===== config.mk =====
export PLATFORM = sky130hd
export DESIGN_NAME = retro_cart_responder
export DESIGN_NICKNAME = d
export VERILOG_FILES = /design/src/rtl/retro_cart_responder.sv
export SDC_FILE = /design/constraint.sdc
export NUM_CORES = 1
export LEC_CHECK = 0
export CORE_ASPECT_RATIO = 1.2
export CORE_MARGIN = 8
export CORE_UTILIZATION = 58
export DETAILED_ROUTE_END_ITERATION = 8
export PLACE_DENSITY = 0.86
export SYNTH_ARGS = -nofsm -noshare
export SYNTH_HDL_FRONTEND = slang
export SYNTH_SLANG_ARGS = --single-unit

===== constraint.sdc =====
create_clock -name Clk -period 3.7 [get_ports Clk]
set_input_delay 0.37 -clock Clk [delete_from_list [all_inputs] [get_ports Clk]]
set_output_delay 0.37 -clock Clk [all_outputs]
set_load 0.02 [all_outputs]

===== src/rtl/retro_cart_responder.sv =====
// Cartridge-side target: serves cache line fills and writebacks from slow
// backing memory, with a one-entry sequential read-ahead buffer.
module retro_cart_responder #(
  parameter int AddressBusWidth = 16,
  parameter int DataBusWidth    = 1,
  parameter int CacheLineBits   = 7,
  parameter int TimeoutCycles   = 255
) (
  input  logic                         Clk,
  input  logic                         Reset,
  input  logic                         TgtAccess,
  input  logic                         TgtWrite,
  input  logic [AddressBusWidth-1:0]   TgtAddress,
  input  logic [DataBusWidth*8-1:0]    TgtDin,
  output logic [DataBusWidth*8-1:0]    TgtDout,
  output logic                         TgtReady,
  output logic                         MemReq,
  output logic                         MemWrite,
  output logic [AddressBusWidth-1:0]   MemAddress,
  output logic [DataBusWidth*8-1:0]    MemWData,
  input  logic [DataBusWidth*8-1:0]    MemRData,
  input  logic                         MemAck,
  output logic                         Error
);

  localparam int AW = AddressBusWidth;
  localparam int DW = DataBusWidth * 8;
  localparam int CW = $clog2(TimeoutCycles + 1);

  typedef enum logic [1:0] {
    IDLE,
    ISSUE,
    RESPOND,
    PREFETCH
  } state_t;

  state_t state;
  state_t state_nxt;

  logic [AW-1:0] req_addr;
  logic          req_write;
  logic          pf_valid;
  logic [AW-1:0] pf_addr;
  logic [DW-1:0] pf_data;
  logic          pf_kill;
  logic [CW-1:0] wait_cnt;

  logic          pf_hit;
  logic          pf_wr_hit;
  logic          last_line;
  logic          timeout;
  logic [AW-1:0] next_addr;

  assign pf_hit    = pf_valid && !TgtWrite && (TgtAddress == pf_addr);
  assign pf_wr_hit = TgtAccess && TgtWrite && (TgtAddress == pf_addr);
  assign last_line = &req_addr[CacheLineBits-1:0];
  assign next_addr = req_addr + AW'(1);
  assign timeout   = MemReq && !MemAck &&
                     (wait_cnt == CW'(TimeoutCycles - 1));

  assign TgtReady = (state == RESPOND);
  assign MemReq   = (state == ISSUE) || (state == PREFETCH);

  always_ff @(posedge Clk or posedge Reset) begin
    if (Reset) begin
      state <= IDLE;
    end else begin
      state <= state_nxt;
    end
  end

  always_comb begin
    state_nxt = state;
    unique case (state)
      IDLE: begin
        if (TgtAccess) begin
          state_nxt = pf_hit ? RESPOND : ISSUE;
        end
      end
      ISSUE: begin
        if (MemAck || timeout) begin
          state_nxt = RESPOND;
        end
      end
      RESPOND: begin
        state_nxt = (!req_write && !last_line) ? PREFETCH : IDLE;
      end
      PREFETCH: begin
        if (MemAck || timeout) begin
          state_nxt = IDLE;
        end
      end
      default: state_nxt = IDLE;
    endcase
  end

  // Wait counter: cycles of an outstanding memory request without ack.
  always_ff @(posedge Clk or posedge Reset) begin
    if (Reset) begin
      wait_cnt <= '0;
    end else if (MemReq && !MemAck) begin
      if (wait_cnt != '1) begin
        wait_cnt <= wait_cnt + CW'(1);
      end
    end else begin
      wait_cnt <= '0;
    end
  end

  always_ff @(posedge Clk or posedge Reset) begin
    if (Reset) begin
      TgtDout    <= '0;
      MemWrite   <= 1'b0;
      MemAddress <= '0;
      MemWData   <= '0;
      req_addr   <= '0;
      req_write  <= 1'b0;
      pf_valid   <= 1'b0;
      pf_addr    <= '0;
      pf_data    <= '0;
      pf_kill    <= 1'b0;
      Error      <= 1'b0;
    end else begin
      unique case (state)
        IDLE: begin
          if (TgtAccess) begin
            req_addr  <= TgtAddress;
            req_write <= TgtWrite;
            if (pf_wr_hit) begin
              pf_valid <= 1'b0;
            end
            if (pf_hit) begin
              TgtDout <= pf_data;
            end else begin
              MemAddress <= TgtAddress;
              MemWrite   <= TgtWrite;
              MemWData   <= TgtDin;
            end
          end
        end
        ISSUE: begin
          if (MemAck) begin
            if (!req_write) begin
              TgtDout <= MemRData;
            end
          end else if (timeout) begin
            TgtDout <= '1;
            Error   <= 1'b1;
          end
        end
        RESPOND: begin
          // Any read retires the old buffer; a new line-internal
          // read-ahead refills it.
          if (!req_write) begin
            pf_valid <= 1'b0;
            if (!last_line) begin
              pf_addr    <= next_addr;
              pf_kill    <= 1'b0;
              MemAddress <= next_addr;
              MemWrite   <= 1'b0;
            end
          end
        end
        PREFETCH: begin
          if (pf_wr_hit) begin
            pf_kill <= 1'b1;
          end
          if (MemAck) begin
            pf_data  <= MemRData;
            pf_valid <= !(pf_kill || pf_wr_hit);
          end else if (timeout) begin
            pf_valid <= 1'b0;
            Error    <= 1'b1;
          end
        end
        default: begin
          pf_valid <= 1'b0;
        end
      endcase
    end
  end

endmodule


==> results of run 1 <==
layout make-up:
type | count | area, um2
flip-flops and latches | 87 | 2180
multi-input cells | 323 | 2160
fillers | 556 | 2160
repair buffers | 82 | 796
clock buffers | 12 | 155
well taps | 92 | 115
inverters | 10 | 38.8
clock inverters | 3 | 18.8
synthesized netlist by cell type (5+ instances only):
cell type / n
and3_1: 5
nand4bb_1: 8
clkbuf_1: 21
o211ai_1: 10
nand2_1: 75
nor3_1: 8
a21oi_1: 17
o21ai_0: 39
mux2_4: 9
mux2_2: 28
nor4_1: 12
dfrtp_1: 87
xor2_1: 19
nand3_1: 17
nor2_1: 21
xnor2_1: 14
or4_1: 9
inv_1: 10
metrics by stage:
stage / area (um2) / setup WS, ns / instances / power, W / hold slack, ns
2_1_floorplan: 4510 / 1.08 / 448 / 0.00313 / 0.466
4_1_cts: 5460 / 0.838 / 609 / 0.00451 / 0.291
3_3_place_gp: 5290 / 0.612 / 594 / 0.00380 / 0.452
5_1_grt: 5460 / 0.633 / 609 / 0.00479 / 0.307
3_5_place_dp: 5290 / 0.485 / 594 / 0.00391 / 0.460
6_report: 5460 / 0.871 / 609 / 0.00450 / 0.289
state kept, by name, indices dropped and copies added (netlist names):
register and count:
wait_cnt 8, req_write 1, pf_kill 1, pf_addr 16, pf_data 8, Error 1
TgtDout 8, MemWrite 1, MemAddress 16, state 2, pf_valid 1, MemWData 8
req_addr 16
critical path: stages (launching register included):
cell      delay, ns
dfrtp_1        0.70
nand2b_1       0.11
buf_4          0.23
inv_1          0.09
o211ai_1       0.11
nand2_1        0.14
o41a_1         0.91
mux2_2         0.42
kinds of logic (layout without fill, tap and decap cells):
| group | after synthesis | in the layout | share of synthesized area, % |
|---|---|---|---|
| mux | 37 | 37 | 9.99 |
| compound gates | 75 | 75 | 9.63 |
| xor+xnor | 33 | 33 | 6.41 |
| flops | 87 | 87 | 48.3 |
| simple gates | 175 | 175 | 21.1 |
| fa+ha+maj | 3 | 3 | 0.832 |
| buf+inv | 38 | 107 | 3.75 |
metal layers:
layer | track usage, % | vias to the layer above | wire [um]
met2 | 35.8 | 127 | 5740
li1 | - | 1709 | -
met3 | 4.41 | 22 | 670
met4 | 7.79 | 0 | 235
met1 | 26.5 | 1767 | 4300
met5 | 0 | - | 0
path summary, 6_finish.rpt:
kind / from / endpoint / slack (ns)
max: state[1] / MemAddress[12] / 0.87
min: Reset / pf_data[4] / 0.29
max reg2reg: state[1] / MemAddress[12] / 0.87
min reg2reg: Error / Error / 0.47
max in group asynchronous: Reset / req_addr[1] / 2.59
min in group Clk: Error / Error / 0.47
power by group:
part | switching (W) | leakage [nW] | internal, W
Sequential | 0.000351 | 1.07 | 0.00137
Combinational | 0.00115 | 1.16 | 0.00102
Clock | 0.000323 | 0.0922 | 0.000277
==> run_results.csv, run 1 <==
group,metric,value,unit
run_status,status,"completed",
clock_tree,cts_tree,"done",
pwr,power_leakage,2.32,nW
yosys,yosysWarnings,0,
floorplanning,core,0.00762,mm2
finish,final_core_util,71.7,%
route,ant_nets,0,
route,dr.pass1.iters,5,
yosys,syn-num-nets,488,
placement,dp_hpwl,7910,um
yosys,synth_enable_flop_cells,0,
critical_path,crit_fanout,20,
critical_path,setup.worst_path.end_class,"flop",
yosys,synthCells,448,
critical_path,crit_type,"flop to flop",
placement,io_buffers,72,
finish,nets,553,
pwr,vdd_drop_max,0.000515,V
critical_path,critPathLaunchType,"flop",
sta,min_period_over_period,76.5,%
finish,area_growth,21.2,%
sta,finalCriticalPeriod,2.83,ns
critical_path,required,3.94,ns
yosys,syn_area,0.00451,mm2
floorplanning,fp.dieW,96.5,um
floorplanning,die-area,0.0109,mm2
route,vias_per_cell,5.95,
route,drc,0,
yosys,ys_seq_area_share,48.3,%
yosys,synth_top_area_share,48.3,%
yosys,yosysTopAreaCell,"dfrtp_1",
clock_tree,htree_levels,3,
critical_path,r2r_cells,7,
sta,slew_viol_final,0,
route,vias,3625,
yosys,synth_cell_type_count,39,
yosys,synthTopCellsByArea,"dfrtp_1, mux2_2, nand2_1, o21ai_0, xor2_1",
clock_tree,clkSinkCount,87,
floorplanning,rows,35,
sta,tightest_slew,1.12,ns
critical_path,crit_arrival,3.07,ns
sta,setup_tns,0,ns
yosys,syn_area_per_cell,10.1,um2
global_routing,grt-ovfl-total,0,
clock_tree,clock_latency,0.35,ns
global_routing,grtUsageTotal,21.5,%
clock_tree,cts_buffers,9,
floorplanning,io_pins,73,
floorplanning,die_h,113,um
finish,post_route_cells_drive_above_1_share,13.3,%
global_routing,antenna_found_initial,0,
finish,final_cell_mix,"dfrtp_1, nand2_1, clkdlybuf4s50_1",
sta,hold_viol,0,
global_routing,grt_pass1_wl,18500,um
clock_tree,cts_setup_buffers,0,
yosys,async_reset_ff_share,100,%
sta,max_freq,0.353,GHz
sta,slew_headroom,25.6,%
yosys,ys_seq_elements,87,
sta,rsz0062_at_grt,"no",
sta,skew,0.00728,ns
run,maxCapViolations,0,
route,wl_per_cell,18.0,um
placement,routabilityCongestion,0.843,
clock_tree,root_buffer,"clkbuf_8",
clock_tree,postCtsHoldBufs,0,
sta,setup_viol,0,
global_routing,grt_start_max_net_pins,41,
clock_tree,cts_resized,0,
pwr,power_density,823,mW/mm2
yosys,ys.flop_type,"dfrtp_1",
floorplanning,initial_utilization,59.2,%
clock_tree,clk_pin_slew_worst_paths,0.08,ns
finish,final_common_cell,"dfrtp_1",
global_routing,grt_pass1_vias,3741,
worst_hold_path,hold_path_class,"input port to async pin",
route,wl,10900,um
route,drt_iter0_markers,170,
clock_tree,cts_max_path_buffers,2,
finish,diodes,0,
Note: power is estimated with default switching activity, not from simulation.
==> inputs of run 2 (changes only) <==
--- a/config.mk
+++ b/config.mk
@@ -7,9 +7,9 @@
 export LEC_CHECK = 0
 export CORE_ASPECT_RATIO = 1.2
 export CORE_MARGIN = 8
-export CORE_UTILIZATION = 58
+export CORE_UTILIZATION = 49
 export DETAILED_ROUTE_END_ITERATION = 8
-export PLACE_DENSITY = 0.86
+export PLACE_DENSITY = 0.77
 export SYNTH_ARGS = -nofsm -noshare
 export SYNTH_HDL_FRONTEND = slang
 export SYNTH_SLANG_ARGS = --single-unit
==> constraint.sdc (replaced) <==
create_clock -name Clk -period 2.3 [get_ports Clk]
set_input_delay 0.23 -clock Clk [delete_from_list [all_inputs] [get_ports Clk]]
set_output_delay 0.23 -clock Clk [all_outputs]
set_load 0.02 [all_outputs]
==> run_results.csv, run 2 (synthesized netlist as in run 1, its figures left out) <==
group,metric,value,unit
placement,routabilityCongestion,0.822,
sta,finalWorstSetupSlack,0.179,ns
critical_path,rrSetupSlack,0.18,ns
sta,min_period_over_period,92.2,%
route,wl,11200,um
clock_tree,clk_pin_slew_worst_paths,0.08,ns
critical_path,required,2.54,ns
critical_path,crit_fanout,7,
clock_tree,postCtsHoldBufs,0,
sta,hold_viol,0,
floorplanning,die-area,0.0125,mm2
sta,setup_tns,0,ns
sta,max_freq,0.471,GHz
finish,nets,578,
route,drt_iter0_markers,152,
route,wl_per_cell,17.0,um
critical_path,critPathLaunchType,"flop",
clock_tree,cts_max_path_buffers,2,
placement,dp_hpwl,7880,um
floorplanning,rows,38,
route,vias_per_cell,5.56,
clock_tree,htree_levels,3,
clock_tree,clock_latency,0.36,ns
sta,rsz0062_at_grt,"no",
clock_tree,cts_tree,"done",
route,dr.pass1.iters,5,
finish,area_growth,26.9,%
critical_path,crit_type,"flop to flop",
critical_path,crit_arrival,2.36,ns
sta,setup_viol,0,
worst_hold_path,hold_path_class,"input port to async pin",
critical_path,r2r_cells,6,
route,ant_nets,0,
finish,final_cell_mix,"dfrtp_1, nand2_1, clkdlybuf4s50_1",
clock_tree,cts_buffers,9,
pwr,vdd_drop_max,0.000634,V
global_routing,grt-ovfl-total,0,
finish,final_common_cell,"dfrtp_1",
clock_tree,root_buffer,"clkbuf_8",
floorplanning,io_pins,73,
pwr,power_density,1300,mW/mm2
floorplanning,core,0.00899,mm2
run_status,status,"completed",
sta,skew,0.00854,ns
finish,diodes,0,
finish,fillCellCount,732,
clock_tree,clkSinkCount,87,
global_routing,grtUsageTotal,18.5,%
floorplanning,die_h,121,um
critical_path,setup.worst_path.end_class,"flop",
global_routing,grt_pass1_wl,19000,um
finish,post_route_cells_drive_above_1_share,17.2,%
global_routing,grt_pass1_vias,3831,
sta,slew_viol_final,0,
floorplanning,fp.dieW,104,um
floorplanning,initial_utilization,50.2,%
critical_path,r2r_start,"pf_addr[9]",
placement,io_buffers,72,
global_routing,antenna_found_initial,0,
critical_path,r2r-end,"MemAddress[14]",
pwr,power_leakage,2.45,nW
finish,reg_top3,"MemAddress (16), pf_addr (16), req_addr (16)",
route,drc,0,
route,vias,3683,
sta,finalCriticalPeriod,2.12,ns
run,maxCapViolations,0,
global_routing,grt_start_max_net_pins,88,
placement,place_worst_setup_slack,-0.172,ns
sta,slew_headroom,62.4,%
sta,tightest_slew,0.563,ns
## run 2: cell type report
cell class | instances | area [um2] | share of cell area (%)
multi-input cells | 323 | 2160 | 37.8
clock inverters | 4 | 47.5 | 0.831
well taps | 120 | 150 | 2.62
flip-flops and latches | 87 | 2180 | 38.0
inverters | 10 | 41.3 | 0.722
repair buffers | 107 | 1010 | 17.7
clock buffers | 11 | 131 | 2.30
## run 2: metrics by stage
step | hold WS (ns) | cells | total power [W] | util (%) | instance area [um2]
after global routing | 0.398 | 662 | 0.00792 | 63.7 | 5720
after detailed placement | 0.456 | 647 | 0.00643 | 61.7 | 5540
after CTS | 0.369 | 662 | 0.00748 | 63.6 | 5720
after global placement | 0.450 | 647 | 0.00629 | 61.7 | 5540
final | 0.337 | 662 | 0.00743 | 63.7 | 5720
after floorplan | 0.335 | 448 | 0.00503 | - | 4510
## run 2: report_power, final
group | total [W] | switching (W) | internal [W]
combinational | 0.00365 | 0.00188 | 0.00176
sequential | 0.00276 | 0.000556 | 0.00221
clock | 0.00102 | 0.000528 | 0.000494
total | 0.00743 | 0.00297 | 0.00447
## run 2: layer usage
metal / share of wire, % / vias to the layer above / track usage (%)
met5: 0 / - / 0
met4: 1.5 / 0 / 7.54
met3: 4.1 / 12 / 3.24
met2: 52 / 95 / 32.4
met1: 42 / 1823 / 22.1
li1: - / 1753 / -
## run 2: timing repair
item,4_1_cts,5_1_grt
gates resized for setup,0,1
buffers inserted,0,0
endpoints found under the setup margin,0,1
## run 2: worst max-delay path: stages (launching register included)
cell     delay [ns]
dfrtp_1        0.39
xor2_1         0.17
nor4_4         0.38
nand4_4        0.14
o41a_1         0.44
buf_4          0.20
mux2_2         0.27
## run 2: worst max-delay path by stage
| stage | startpoint | end | cells after the start |
|---|---|---|---|
| after floorplan | pf_addr[9] | MemAddress[0] | 7 |
| after global placement | TgtAddress[5] | MemAddress[11] | 7 |
| after detailed placement | TgtAddress[5] | MemAddress[10] | 7 |
| after CTS | state[0] | TgtReady | 4 |
| after global routing | wait_cnt[0] | TgtDout[1] | 7 |
| final | pf_addr[9] | MemAddress[14] | 6 |
==> inputs of run 3 (changes only) <==
--- a/config.mk
+++ b/config.mk
@@ -7,9 +7,9 @@
 export LEC_CHECK = 0
 export CORE_ASPECT_RATIO = 1.2
 export CORE_MARGIN = 8
-export CORE_UTILIZATION = 49
+export CORE_UTILIZATION = 54
 export DETAILED_ROUTE_END_ITERATION = 8
-export PLACE_DENSITY = 0.77
+export PLACE_DENSITY = 0.81
 export SYNTH_ARGS = -nofsm -noshare
 export SYNTH_HDL_FRONTEND = slang
 export SYNTH_SLANG_ARGS = --single-unit
==> constraint.sdc (replaced) <==
create_clock -name Clk -period 2.4 [get_ports Clk]
set_input_delay 0.24 -clock Clk [delete_from_list [all_inputs] [get_ports Clk]]
set_output_delay 0.24 -clock Clk [all_outputs]
set_load 0.02 [all_outputs]
==> run_results.csv, run 3 (synthesized netlist as in run 1, its figures left out) <==
group,metric,value,unit
worst_hold_path,hold_path_class,"input port to async pin",
floorplanning,die_h,116,um
critical_path,r2r_start,"req_addr[0]",
clock_tree,cts_max_path_buffers,2,
critical_path,required,2.16,ns
finish,diodes,0,
floorplanning,initial_utilization,55.6,%
clock_tree,postCtsHoldBufs,0,
global_routing,grt_pass1_wl,18300,um
sta,fin_worst_hold_slack,0.344,ns
global_routing,grt_start_max_net_pins,88,
run_status,status,"completed",
clock_tree,root_buffer,"clkbuf_8",
route,wl_per_cell,17.4,um
finish,fillCellCount,628,
clock_tree,cts_buffers,9,
critical_path,cpLargestDelayFamily,"buffers and inverters",
critical_path,rrSetupSlack,0.22,ns
finish,reg_top3,"MemAddress (16), pf_addr (16), req_addr (16)",
critical_path,r2r_cells,7,
finish,final_area,0.00563,mm2
finish,post_route_cells_drive_above_1_share,16.3,%
sta,min_period_over_period,94.8,%
route,vias,3682,
route,drc,0,
placement,routabilityCongestion,0.826,
critical_path,crit_arrival,2.03,ns
clock_tree,clkSinkCount,87,
clock_tree,clock_latency,0.35,ns
critical_path,slowest_stage,"clkdlybuf4s50_1",
sta,hold_viol,0,
route,vias_per_cell,5.84,
floorplanning,fp.dieW,99.4,um
critical_path,crit_fanout,14,
route,drt_iter0_markers,167,
global_routing,grt_pass1_vias,3794,
pwr,vdd_drop_max,0.000757,V
finish,final_cell_mix,"dfrtp_1, nand2_1, clkdlybuf4s50_1",
global_routing,grtUsageTotal,19.5,%
placement,io_buffers,72,
sta,setup_viol,0,
critical_path,critPathLaunchType,"flop",
clock_tree,htree_levels,3,
floorplanning,core,0.00811,mm2
critical_path,setup.worst_path.end_class,"output port",
pwr,power_density,1250,mW/mm2
floorplanning,die-area,0.0115,mm2
clock_tree,clk_pin_slew_worst_paths,0.09,ns
pwr,power_leakage,2.39,nW
critical_path,r2r-end,"MemAddress[12]",
critical_path,crit_buf_inv,3,
sta,tightest_slew,0.527,ns
sta,slew_headroom,64.8,%
sta,max_freq,0.440,GHz
sta,finalWorstSetupSlack,0.126,ns
floorplanning,io_pins,73,
finish,area_growth,24.9,%
finish,nets,570,
critical_path,slowest_delay,0.63,ns
route,wl,10900,um
sta,rsz0062_at_grt,"no",
critical_path,crit_type,"flop to output port",
route,ant_nets,0,
floorplanning,rows,36,
sta,skew,0.0104,ns
critical_path,crit_chain,"nand2b_1, inv_1, buf_4, clkdlybuf4s50_1",
sta,finalCriticalPeriod,2.27,ns
finish,final_common_cell,"dfrtp_1",
placement,dp_hpwl,7790,um
global_routing,grt-ovfl-total,0,
clock_tree,cts_tree,"done",
finish,multi_input_area,0.00216,mm2
run,maxCapViolations,0,
sta,slew_viol_final,0,
clock_tree,cts_setup_buffers,0,
global_routing,antenna_found_initial,0,
route,dr.pass1.iters,4,
clock_tree,cts_resized,0,
placement,place_area,0.00545,mm2
placement,place_worst_setup_slack,-0.0952,ns
finish,regArea,0.00218,mm2
run 3: cell types whose count changed in the layout (fill, tap and decap cells not counted), sizes merged:
cell / delta
clkdlybuf4s50: +1
bufinv: -1
clkinvlp: +3
clkinv: -2
buf: -8
dlymetal6s2s: -1
clkbuf: +1
run 3: how the worst max path moves through the flow:
stage	from	endpoint	slack [ns]	depth (start not counted)
after floorplan	pf_addr[9]	MemAddress[0]	0.27	7
after global placement	TgtAddress[5]	MemAddress[6]	-0.05	7
after detailed placement	TgtAddress[5]	MemAddress[7]	-0.1	7
after CTS	state[0]	TgtReady	0.12	4
after global routing	state[0]	TgtReady	0.05	4
final	state[0]	TgtReady	0.13	4
run 3: cell type report:
type	instances	share of cell area [%]
flip-flops and latches	87	38.6
multi-input cells	323	38.4
repair buffers	99	16.8
clock buffers	12	2.75
well taps	95	2.11
inverters	10	0.733
clock inverters	4	0.533
run 3: routing by layer:
metal	track usage, %	part of all wire (%)	vias to the layer above
met5	0	0	-
met4	7.58	2.0	0
met3	3.28	4.6	18
met2	34.3	51	102
met1	23.4	42	1828
li1	-	-	1734
run 3: per-stage QoR:
| step | TNS, ns | utilization (%) | power, W | instances |
|---|---|---|---|---|
| 6_report | 0 | 69.5 | 0.00705 | 630 |
| 5_1_grt | 0 | 69.5 | 0.00751 | 630 |
| 4_1_cts | 0 | 69.5 | 0.00708 | 630 |
| 3_5_place_dp | -1.64 | 67.2 | 0.00612 | 614 |
| 3_3_place_gp | -0.792 | 67.2 | 0.00597 | 614 |
| 2_1_floorplan | 0 | - | 0.00482 | 448 |
run 3: power breakdown:
| group | leakage (nW) | switching, W | internal, W |
|---|---|---|---|
| registers | 1.07 | 0.000540 | 0.00212 |
| logic | 1.24 | 0.00178 | 0.00166 |
| clock network | 0.0809 | 0.000517 | 0.000433 |
run 3: worst min-delay path, stage by stage:
cell and delay, ns:
clkdlybuf4s50_1 0.44, clkinvlp_4 0.09, buf_12 0.35
